File: config.mk
export PLATFORM = sky130hd
export DESIGN_NAME = uart_word_tx
export DESIGN_NICKNAME = d
export VERILOG_FILES = /design/src/rtl/uart_word_tx.sv
export SDC_FILE = /design/constraint.sdc
export NUM_CORES = 1
export LEC_CHECK = 0
export CAP_MARGIN = 0
export CORE_MARGIN = 4
export CORE_UTILIZATION = 50
export DETAILED_ROUTE_END_ITERATION = 10
export PLACE_DENSITY = 0.83
export SLEW_MARGIN = 0
export SYNTH_ARGS = -nofsm -noshare
export SYNTH_HDL_FRONTEND = slang
export SYNTH_SLANG_ARGS = --single-unit
File: constraint.sdc
create_clock -name clk -period 2.6 [get_ports clk]
set_input_delay 0.65 -clock clk [delete_from_list [all_inputs] [get_ports clk]]
set_output_delay 0.65 -clock clk [all_outputs]
set_load 0.05 [all_outputs]
File: src/rtl/uart_word_tx.sv
// uart_word_tx: 8N1 UART transmitter that sends either one byte or a
// whole 32-bit word (four back-to-back frames, least-significant byte first).
//
// Handshake: a request is taken on any clk edge where in_send_en=1 and
// out_ready=1. The payload is captured on that edge. Requests made while
// out_ready=0 are dropped: they are not queued and do not disturb the
// frame in flight.
module uart_word_tx #(
    parameter int CLKS_PER_BIT = 868
) (
    input  logic        clk,
    input  logic        reset_n,
    input  logic        in_send_en,
    input  logic        in_send_word,
    input  logic [31:0] in_data,
    output logic        out_serial,
    output logic        out_ready,
    output logic        out_tx_active,
    output logic        out_tx_done,
    output logic [1:0]  dbg_state
);

    localparam int CW = $clog2(CLKS_PER_BIT);
    localparam logic [CW-1:0] BAUD_LAST = CW'(CLKS_PER_BIT - 1);
    localparam logic [CW-1:0] BAUD_ONE  = CW'(1);

    typedef enum logic [1:0] {
        IDLE  = 2'd0,
        START = 2'd1,
        DATA  = 2'd2,
        STOP  = 2'd3
    } state_t;

    state_t          state;
    logic [CW-1:0]   baud_cnt;
    logic [2:0]      bit_idx;
    logic [2:0]      bytes_left;
    logic [31:0]     shift_reg;
    logic [7:0]      cur_byte;
    logic            bit_end;

    // The byte currently on the wire always sits in the low 8 bits.
    assign cur_byte = shift_reg[7:0];
    assign bit_end  = (baud_cnt == BAUD_LAST);

    assign out_ready     = (state == IDLE);
    assign out_tx_active = !out_ready;
    assign dbg_state     = state;

    // Frame sequencer: state, baud/bit/byte counters and the registered TX line.
    // out_serial is loaded with the level of the *next* bit at each bit
    // boundary so the pin changes exactly on the boundary edge.
    always_ff @(posedge clk) begin
        if (!reset_n) begin
            state       <= IDLE;
            out_serial  <= 1'b1;
            out_tx_done <= 1'b0;
            baud_cnt    <= '0;
            bit_idx     <= '0;
            bytes_left  <= '0;
            shift_reg   <= '0;
        end else begin
            out_tx_done <= 1'b0;
            case (state)
                IDLE: begin
                    out_serial <= 1'b1;
                    if (in_send_en) begin
                        shift_reg  <= in_data;
                        bytes_left <= in_send_word ? 3'd4 : 3'd1;
                        baud_cnt   <= '0;
                        bit_idx    <= '0;
                        out_serial <= 1'b0;
                        state      <= START;
                    end
                end
                START: begin
                    if (bit_end) begin
                        baud_cnt   <= '0;
                        bit_idx    <= '0;
                        out_serial <= cur_byte[0];
                        state      <= DATA;
                    end else begin
                        baud_cnt <= baud_cnt + BAUD_ONE;
                    end
                end
                DATA: begin
                    if (bit_end) begin
                        baud_cnt <= '0;
                        if (bit_idx == 3'd7) begin
                            out_serial <= 1'b1;
                            state      <= STOP;
                        end else begin
                            bit_idx    <= bit_idx + 3'd1;
                            out_serial <= cur_byte[bit_idx + 3'd1];
                        end
                    end else begin
                        baud_cnt <= baud_cnt + BAUD_ONE;
                    end
                end
                STOP: begin
                    if (bit_end) begin
                        baud_cnt <= '0;
                        if (bytes_left > 3'd1) begin
                            // Next byte starts straight after this stop bit.
                            bytes_left <= bytes_left - 3'd1;
                            shift_reg  <= shift_reg >> 8;
                            out_serial <= 1'b0;
                            state      <= START;
                        end else begin
                            out_serial  <= 1'b1;
                            out_tx_done <= 1'b1;
                            state       <= IDLE;
                        end
                    end else begin
                        baud_cnt <= baud_cnt + BAUD_ONE;
                    end
                end
                default: begin
                    out_serial <= 1'b1;
                    state      <= IDLE;
                end
            endcase
        end
    end

endmodule

Word level (Yosys, flattened, before mapping)

Cells that the tools add are included.

Reductions and logical operators: 10
Eq/ne operators: 12
Add/sub/neg operators: 3
Muxes and demuxes: 33
Order comparisons: 2

Operators with widths:

| operator              | count |
|---|---|
| $mux 32               | 3 |
| $pmux 32 s2           | 1 |
| $mux 3                | 8 |
| $mux 10               | 2 |
| $pmux 10 s2           | 1 |
| $ne 2x2->1 const B    | 7 |
| $add 10x1->10 const B | 1 |
| $eq 10x10->1 const B  | 1 |
| $mux 2                | 5 |
| $reduce_and 5->1      | 2 |
| $pmux 3 s3            | 1 |
| $mux 1                | 8 |
| $pmux 2 s4            | 1 |
| $pmux 3 s2            | 1 |
| $reduce_and 3->1      | 2 |
| $eq 2x2->1 const B    | 2 |
| $lt 3x4->1 const B    | 1 |
| $pmux 1 s4            | 1 |
| $reduce_and 4->1      | 1 |
| $add 3x1->3 const B   | 1 |
| $bmux 1 s3            | 1 |
| $eq 3x3->1 const B    | 1 |
| $gt 3x1->1 const B    | 1 |
| $reduce_bool 3->1     | 1 |
| other kinds (6)       | 6 |

Register bits: 52
Output and inout bits: 6
Bits of input ports: 36
Word-level logic and storage cells: 67

Logic depth before layout (Yosys ltp)

Gate-level depths: netlist of the first run.

Depth in word-level cells: 6
Gate-level depth with buffers: 9
Mapped depth without buffers: 7

Least setup slack after synthesis of the first run

OpenSTA, ideal clock, no wires.

Path type: reg2reg
From: register state[0] (netlist: dbg_state[0])
To: register baud_cnt[7]
Period minus slack after synthesis: 2.610 ns
Library setup time: 0.071 ns
Data required time: 2.529 ns
Setup slack: -0.010 ns
Buffers on the path: 0
Cell stages (with the launch flop): 7
Arrival: 2.540 ns
Path through: dfxtp_1 inv_1 ha_1 inv_1 o31ai_1 or4_1 a21oi_1

Elaborated cells on any way between the ends: 7
Classes of those cells: eq/ne: 4; mux: 1; reduce/logical: 2

RTL lines:

| item                                      | RTL line | text |
|---|---|---|
| start: declaration                        | 34       | `state_t state;` |
| start signal: assignment                  | 55       | `state <= IDLE;` |
| start signal: assignment                  | 73       | `state <= START;` |
| start signal: assignment                  | 81       | `state <= DATA;` |
| $logic_not 2->1 *                         | n/a      |  |
| net out_ready                             | 17       | `output logic out_ready,` |
| $pmux 10 s2 or $ne 2x2->1 (tied branches) | n/a      |  |
| end signal: assignment                    | 83       | `baud_cnt <= baud_cnt + BAUD_ONE;` |
| end signal: assignment                    | 97       | `baud_cnt <= baud_cnt + BAUD_ONE;` |
| end signal: assignment                    | 115      | `baud_cnt <= baud_cnt + BAUD_ONE;` |
| end: declaration                          | 35       | `logic [CW-1:0] baud_cnt;` |

Mark *: on every way through the listed nets, which the timed path passes. The rest lies on a longest branch.
A chain may end at the register's enable or synchronous reset.

Worst setup path in the final report of the first run

From: register state[0] (netlist: dbg_state[0])
To: output port out_tx_active

Word-level cells in the longest chain between the ends: 2

RTL lines:

| item             | RTL line | text |
|---|---|---|
| $logic_not 2->1  | 46       | `assign out_ready = (state == IDLE);` |
| $logic_not 1->1  | 47       | `assign out_tx_active = !out_ready;` |
| end: declaration | 18       | `output logic out_tx_active,` |

No other way between the ends.

==> results of run 1 <==
## metrics by stage
stage,hold slack (ns),utilization [%]
floorplan,0.438,-
global placement,0.449,61.9
detailed placement,0.456,61.9
CTS,0.470,63.6
global route,0.499,63.6
finish,0.467,63.6
## cells in the mapped netlist (all sizes together) (5+ instances only)
cell type  count
a211oi        26
a21oi          7
a22o          10
a31oi          6
and3           5
buf           12
dfxtp         52
ha            10
inv            8
mux2i         30
nand2         14
nand3          7
nor2          42
nor3           5
o21ai         11
## power by group through the flow
stage               clock network [mW]  registers (mW)  logic, mW
floorplan                            0            1.18       1.10
global placement                     0            1.14       1.45
detailed placement                   0            1.15       1.49
CTS                              0.474            1.13       1.50
global route                     0.500            1.16       1.63
finish                           0.465            1.13       1.50
## final cells by class
class	instances	area share [%]
multi-input cells	202	46.8
flip-flops and latches	52	31.6
repair buffers	50	15.1
well taps	70	2.66
clock buffers	6	2.21
inverters	8	1.03
clock inverters	2	0.494
## placed cells by master (no fill, tap or decap), drive strengths merged, types with 2 or more instances in the layout
master         synthesis  final
nand2b                 3      3
nand3b                 2      2
ha                    10     10
nand2                 14     14
a22oi                  3      3
a31oi                  6      6
and3                   5      5
nand3                  7      7
o21ai                 11     11
inv                    8      7
nor3                   5      5
clkdlybuf4s50          0     39
mux2i                 30     30
nor2                  42     42
a22o                  10     10
dfxtp                 52     52
buf                   12     11
or3                    4      4
clkbuf                 4      6
a21oi                  7      7
clkinvlp               0      2
a211oi                26     26
## cells by family (layout without fill, tap and decap cells)
logic type | Yosys count | in the layout | share of synthesized area, %
multiplexers | 32 | 32 | 12.3
AO/OA/AOI/OAI | 72 | 72 | 23.3
flip-flops | 52 | 52 | 38.3
adder cells (fa/ha/maj) | 10 | 10 | 4.61
AND/OR/NAND/NOR | 88 | 88 | 16.5
buffers and inverters | 24 | 66 | 4.93
## worst reg2reg max path, cell delays in order, from the launching register on
cell,delay [ns]
dfxtp_1,0.44
ha_1,0.34
buf_4,0.44
nand2_1,0.18
a2111oi_0,0.57
a21o_1,0.14
## routing by layer
layer | up-vias | part of all wire (%) | routed length, um | GRT usage (%)
li1 | 1102 | - | - | -
met1 | 1023 | 48 | 2780 | 24.2
met2 | 45 | 46 | 2680 | 29.0
met3 | 6 | 4.6 | 263 | 3.73
met4 | 0 | 0.76 | 44 | 3.49
met5 | - | 0 | 0 | 0
## worst max-delay path by stage
stage               cells after the start                    endpoint                      start  slack (ns)
floorplan                               7     bit_idx[0]$_SDFFE_PN0P_  dbg_state[0]$_SDFFE_PN0P_        0.03
global placement                        7  shift_reg[17]$_SDFFE_PN0P_                 in_send_en        0.33
detailed placement                      7  shift_reg[17]$_SDFFE_PN0P_                 in_send_en        0.26
CTS                                     5               out_tx_active  dbg_state[0]$_SDFFE_PN0P_        0.24
global route                            5               out_tx_active  dbg_state[0]$_SDFFE_PN0P_        0.14
finish                                  5               out_tx_active  dbg_state[0]$_SDFFE_PN0P_        0.23
==> flow_summary.toml, run 1 <==
[die]
core-area_um2 = 5170
initial_core_util_pct = 52.5
fp.dieH_um = 81.7
rows = 26
die_width_um = 81.7
fp.dieArea_um2 = 6680
ios = 42

[setup_path]
start_kind = "flip-flop"
reg2reg_slack_ns = 0.46
cp_slowest_cell = "dfxtp_1"
setup.worst_path.class = "flip-flop to primary output"
ff2ff_path_depth = 5
crit_path_cell_trace = "inv_1 -> ha_1 -> buf_4 -> clkinvlp_4 -> buf_4"
crit_top_cell = "buf_4"
reg2reg_to = "bytes_left[1]$_SDFFE_PN0P_"
arrival_ns = 1.72
critPathBufInv = 4
rr_startpoint = "dbg_state[1]$_SDFFE_PN0P_"
cpPeakStageDelay_ns = 0.37
cp-end-kind = "primary output"
cp_top_family = "buffers and inverters"
crit_required_ns = 1.95
critPathMaxFanout = 9

[cts]
hold_buffers = 0
post_cts.repair.setup_buffers = 0
cts_tree = "yes"
h-tree-depth = 2
clk-insertion-delay-late_ns = 0.30
clk_pin_slew_ns = 0.10
cts_root_buffer = "clkbuf_8"
numCtsBuffers = 5
clock_sinks = 52
clock_path_buffers = 2
cts_resized = 0

[job]
maxCapViolCount = 0

[sta]
finalHoldViolations = 0
drv_slew = 0
fmax_mhz = 422
relSlewSlack_pct = 59.9
tns_ns = 0
fin_crit_ns = 2.37
fin_crit_sh_pct = 91.2
fin_skew_ns = 0.00710
setup_viol = 0
tightestPinTransition_ns = 0.597
setup_slack_ns = 0.230
rsz0062_at_grt = "no"

[power_and_ir_drop]
p_switching_mw = 1.27
power_mw = 3.10
combPwrFrac_pct = 48.4
p_sw_share_pct = 41.0
intPower_mw = 1.83
pwr-share-seq_pct = 36.5
p_leak_nw = 1.17
powerDensity_nw_per_um2 = 941
ir_drop_v = 0.000388
power_frac_clock_pct = 15.0

[synth]
ys_seq_area_share_pct = 38.3
yosysTopAreaCellShare_pct = 38.3
synth_seq_cells = 52
ys.flop_type = "dfxtp_1"
ys_types = 43
async_flop_share_pct = 0
synth_warnings = 0
synth.avg_cell_area_um2 = 9.77
synth_area_leaders = "dfxtp_1, a211oi_2, mux2i_1"
netlist_area_um2 = 2720
synth_largest_area_cell = "dfxtp_1"
synth-edff-count = 0
synth_cells = 278
synth_nets = 324

[min_path]
min_path_cells = 2
hold_end = "bit_idx[2]$_SDFFE_PN0P_"
min_path_type = "flip-flop to flip-flop"
hp-start = "bit_idx[2]$_SDFFE_PN0P_"

[global_route]
grt_pass1_vias = 1983
grt_max_degree = 37
grt_pass1_wl_mm = 9.25
antenna_found_initial = 0
grt.total_usage_pct = 17.7
grt_remaining_overflow = 0

[place]
gp_congestion = 0.852
port_buffers = 41
dp_hpwl_mm = 4.29
pre_cts_slack_ns = 0.263
placed_area_um2 = 3200
placedCellCount = 382

[final_layout]
stdcell_count = 390
finalInstanceArea_um2 = 3290
largest_reg_flops = 32
fill_cells = 428
drive_above_1_share_pct = 16.9
syn2layout_area_growth_pct = 21.1
antenna_cells = 0
multi_input_area_um2 = 1540
nets = 365
seq_area_um2 = 1040

[drt]
routedWlPerCell_um = 14.8
drc = 0
drt-total-wl_mm = 5.78
ant_nets = 0
avgViaCountPerCell = 5.58
first_pass_iters = 5
vias = 2176
first_iter_violations = 130

[run_status]
status = "finished, final reports clean"
Note: power is estimated with default switching activity, not from simulation.
==> run 2: changes to the inputs <==
Settings changed: CORE_MARGIN 4 to not set, SLEW_MARGIN 0 to not set.
==> run 2 against run 1 <==
Combinational power barely moved. Via count rose by 2.1%. Clock skew down 0.0024 ns. Global-route usage increased by 4.1 points. Clock power is 19% higher. Non-clock buffer count increased by 1. Critical path type unchanged. Critical endpoint unchanged.
==> flow_summary.toml, run 2 (synthesis gave the netlist of run 1 again) <==
[sta]
fmax_mhz = 443
fin_crit_sh_pct = 86.8
relSlewSlack_pct = 56.3
rsz0062_at_grt = "no"
fin_skew_ns = 0.00471
tightestPinTransition_ns = 0.650
setup_viol = 0
tns_ns = 0
drv_slew = 0
fin_crit_ns = 2.26
finalHoldViolations = 0

[global_route]
grt_pass1_vias = 2044
grt.total_usage_pct = 21.8
grt_remaining_overflow = 0
grt_pass1_wl_mm = 9.34
grt_max_degree = 33
antenna_found_initial = 0

[setup_path]
cpPeakStageDelay_ns = 0.40
start_kind = "flip-flop"
cp_slowest_cell = "ha_2"
crit_required_ns = 1.95
critPathBufInv = 3
ff2ff_path_depth = 7
crit_path_cell_trace = "inv_1 -> ha_2 -> clkinvlp_4 -> buf_4"
path_depth = 4
arrival_ns = 1.61
cp-end-kind = "primary output"
cp_top_family = "buffers and inverters"
critPathMaxFanout = 15
setup.worst_path.class = "flip-flop to primary output"

[drt]
first_pass_iters = 4
drc = 0
ant_nets = 0
vias = 2222
first_iter_violations = 178
avgViaCountPerCell = 5.68
drt-total-wl_mm = 5.83
routedWlPerCell_um = 14.9

[final_layout]
layout_commonest_cell = "dfxtp_1"
antenna_cells = 0
syn2layout_area_growth_pct = 21.7
finalInstanceArea_um2 = 3310
fin_util_pct = 63.9
drive_above_1_share_pct = 17.4
final_cell_mix = "dfxtp_1, clkdlybuf4s50_1, nor2_1"
nets = 366
largest_reg_flops = 32

[min_path]
min_path_cells = 2
min_path_type = "flip-flop to flip-flop"

[die]
die_width_um = 75.7
fp.dieArea_um2 = 5730
ios = 42
core-area_um2 = 5170
initial_core_util_pct = 52.5
fp.dieH_um = 75.7
rows = 26

[cts]
h-tree-depth = 2
clk-insertion-delay-late_ns = 0.31
numCtsBuffers = 5
clock_sinks = 52
cts_root_buffer = "clkbuf_8"
post_cts.repair.setup_buffers = 0
cts_tree = "yes"
clock_path_buffers = 2
clk_pin_slew_ns = 0.09

[power_and_ir_drop]
p_sw_share_pct = 40.0
pwr-share-seq_pct = 35.8
combPwrFrac_pct = 46.7
power_frac_clock_pct = 17.5
powerDensity_nw_per_um2 = 956
intPower_mw = 1.90
p_switching_mw = 1.27
p_leak_nw = 1.19
ir_drop_v = 0.000402

[place]
dp_hpwl_mm = 4.18
port_buffers = 41
placed_area_um2 = 3200
gp_congestion = 0.899

[job]
maxCapViolCount = 0

[run_status]
status = "finished, final reports clean"
==> run 2: per-layer routing <==
layer	track usage [%]	share of wire [%]
met3	3.57	3.3
met4	7.61	1.3
met2	35.0	47
met1	29.7	48
met5	0	0
==> run 2: timing repair <==
item,CTS,global route
setup endpoints to repair,0,1
hold buffers,0,0
gates resized for setup,0,1
==> run 2: final timing paths <==
kind	endpoint	slack [ns]	startpoint
worst max-delay path	out_tx_active	0.34	dbg_state[0]$_SDFFE_PN0P_
worst min-delay path	bit_idx[2]$_SDFFE_PN0P_	0.47	bit_idx[2]$_SDFFE_PN0P_
worst max register to register	shift_reg[3]$_SDFFE_PN0P_	0.44	dbg_state[1]$_SDFFE_PN0P_
worst min register to register	bit_idx[2]$_SDFFE_PN0P_	0.47	bit_idx[2]$_SDFFE_PN0P_
==> run 2: power by group through the flow <==
| stage | Combinational, mW | Sequential [mW] | Clock (mW) |
|---|---|---|---|
| finish | 1.48 | 1.13 | 0.554 |
| global route | 1.61 | 1.15 | 0.592 |
| CTS | 1.47 | 1.13 | 0.559 |
| detailed placement | 1.46 | 1.15 | 0 |
| global placement | 1.42 | 1.14 | 0 |
| floorplan | 1.10 | 1.18 | 0 |
==> run 2: final cells by class <==
class | count | area [um2]
flip-flops and latches | 52 | 1040
clock inverters | 2 | 35.0
fillers | 408 | 1870
well taps | 70 | 87.6
clock buffers | 6 | 72.6
inverters | 8 | 33.8
repair buffers | 51 | 493
multi-input cells | 202 | 1540
==> run 2: worst min-delay path: stages, from the launching register on <==
cell and delay [ns]:
dfxtp_1 0.32, nand2_1 0.05, mux2i_1 0.05
==> run 2: stage by stage <==
stage                     total power [mW]  instances  setup WS [ns]  hold WS (ns)
final                                 3.16        391          0.344         0.471
after global routing                  3.35        391          0.251         0.494
after CTS                             3.16        391          0.120         0.478
after detailed placement              2.61        383          0.202         0.465
after global placement                2.56        383          0.320         0.450
after floorplan                       2.28        278         0.0315         0.438
==> run 3: changes to the inputs <==
Settings changed: RECOVER_POWER set to 50.
==> run 3 against run 2 <==
Critical path depth is 3 higher. Via count hardly changed. Highest routed layer unchanged. Total power is 0.65% lower. Combinational power hardly changed. Final area is 0.64% lower. Clock-buffer cell count stayed put. Critical endpoint is now shift_reg[3]$_SDFFE_PN0P_. Setup slack worse by 0.024 ns. Sequential power hardly changed. Routed wire length is 0.51% lower. First-iteration DRC count is 12% lower. Clock power is 1% lower. Register-to-register slack worse by 0.12 ns.
==> flow_summary.toml, run 3 (synthesis gave the netlist of run 1 again) <==
[run_status]
status = "finished, final reports clean"

[final_layout]
syn2layout_area_growth_pct = 21.0
antenna_cells = 0
drive_above_1_share_pct = 16.5
largest_reg_flops = 32
fill_cells = 413
layout_commonest_cell = "dfxtp_1"
final_cell_mix = "dfxtp_1, nor2_1, clkdlybuf4s50_1"
nets = 366

[cts]
clock_path_buffers = 2
cts_tree = "yes"
clk-insertion-delay-late_ns = 0.30
h-tree-depth = 2
clk_pin_slew_ns = 0.09
cts_root_buffer = "clkbuf_8"
clock_sinks = 52
numCtsBuffers = 5

[sta]
relSlewSlack_pct = 55.8
fmax_mhz = 439
rsz0062_at_grt = "no"
finalHoldViolations = 0
tns_ns = 0
drv_slew = 0
holdWs_ns = 0.471
fin_skew_ns = 0.00443
fin_crit_ns = 2.28
tightestPinTransition_ns = 0.659
fin_crit_sh_pct = 87.7
setup_slack_ns = 0.320
setup_viol = 0

[drt]
routedWlPerCell_um = 14.8
vias = 2221
ant_nets = 0
drc = 0
avgViaCountPerCell = 5.68
first_iter_violations = 157
drt-total-wl_mm = 5.80
first_pass_iters = 4

[setup_path]
cp-end-kind = "flip-flop"
cpPeakStageDelay_ns = 0.57
cp_slowest_cell = "nor3_1"
setup.worst_path.class = "flip-flop to flip-flop"
start_kind = "flip-flop"
reg2reg_slack_ns = 0.32
critPathBufInv = 1
arrival_ns = 2.49
cp_top_family = "simple AND/OR/NAND/NOR gates"
crit_required_ns = 2.81
crit_path_cell_trace = "ha_1 -> nand2b_1 -> nor3_1 -> o211a_2 -> buf_4 -> nor2_1 -> a211oi_2"
critPathMaxFanout = 12

[die]
die_width_um = 75.7
fp.dieH_um = 75.7
core-area_um2 = 5170
fp.dieArea_um2 = 5730
initial_core_util_pct = 52.5
rows = 26
ios = 42

[place]
port_buffers = 41
dp_hpwl_mm = 4.18
pre_cts_slack_ns = 0.202
gp_congestion = 0.899

[global_route]
antenna_found_initial = 0
grt_remaining_overflow = 0
grt_pass1_wl_mm = 9.34
grt_pass1_vias = 2044
grt_max_degree = 33
grt.total_usage_pct = 21.8

[power_and_ir_drop]
powerDensity_nw_per_um2 = 956
p_leak_nw = 1.17
ir_drop_v = 0.000401

[min_path]
min_path_type = "flip-flop to flip-flop"

[job]
maxCapViolCount = 0
[run 3: final cells by class]
cell class | count | area, um2 | area share (%)
clock inverter | 2 | 35.0 | 1.07
multi-input combinational | 202 | 1530 | 46.4
tap | 70 | 87.6 | 2.67
inverter | 8 | 33.8 | 1.03
clock buffer | 6 | 72.6 | 2.21
sequential | 52 | 1040 | 31.7
timing repair buffer | 51 | 490 | 14.9
[run 3: worst register-to-register path, stage by stage (launching register included)]
cell	delay (ns)
dfxtp_1	0.40
ha_1	0.25
nand2b_1	0.11
nor3_1	0.57
o211a_2	0.34
buf_4	0.23
nor2_1	0.08
a211oi_2	0.21
[run 3: worst paths after layout]
kind,start,end,depth (start not counted)
worst max-delay path,baud_cnt[0]$_SDFFE_PN0N_,shift_reg[3]$_SDFFE_PN0P_,7
worst min register to register,bit_idx[2]$_SDFFE_PN0P_,bit_idx[2]$_SDFFE_PN0P_,2
worst max register to register,baud_cnt[0]$_SDFFE_PN0N_,shift_reg[3]$_SDFFE_PN0P_,7
worst min-delay path,bit_idx[2]$_SDFFE_PN0P_,bit_idx[2]$_SDFFE_PN0P_,2
[run 3: metal layers]
layer	wire (um)	vias to the layer above	part of all wire, %	track usage [%]
li1	-	1104	-	-
met2	2720	61	47	35.0
met3	249	7	4.3	3.57
met5	0	-	0	0
met4	75	0	1.3	7.61
met1	2760	1049	48	29.7
[run 3: per-stage QoR]
step                      area (um2)  total power, mW  util, %  std cells
after floorplan                 2720             2.28        -        278
final                           3290             3.14     63.5        391
after global placement          3200             2.56     61.8        383
after CTS                       3300             3.16     63.9        391
after global routing            3290             3.35     63.5        391
after detailed placement        3200             2.61     61.8        383
[run 3: what timing repair did]
item	4_1_cts	5_1_grt
setup buffers	0	0
resized for setup	0	1
setup endpoints to repair	0	1
hold buffers	0	0
[run 3: report_power, final]
| part | total, mW | internal [mW] | switching, mW | leakage [nW] |
|---|---|---|---|---|
| registers | 1.13 | 0.997 | 0.134 | 0.427 |
| logic | 1.46 | 0.609 | 0.855 | 0.691 |
| clock network | 0.546 | 0.286 | 0.260 | 0.0552 |
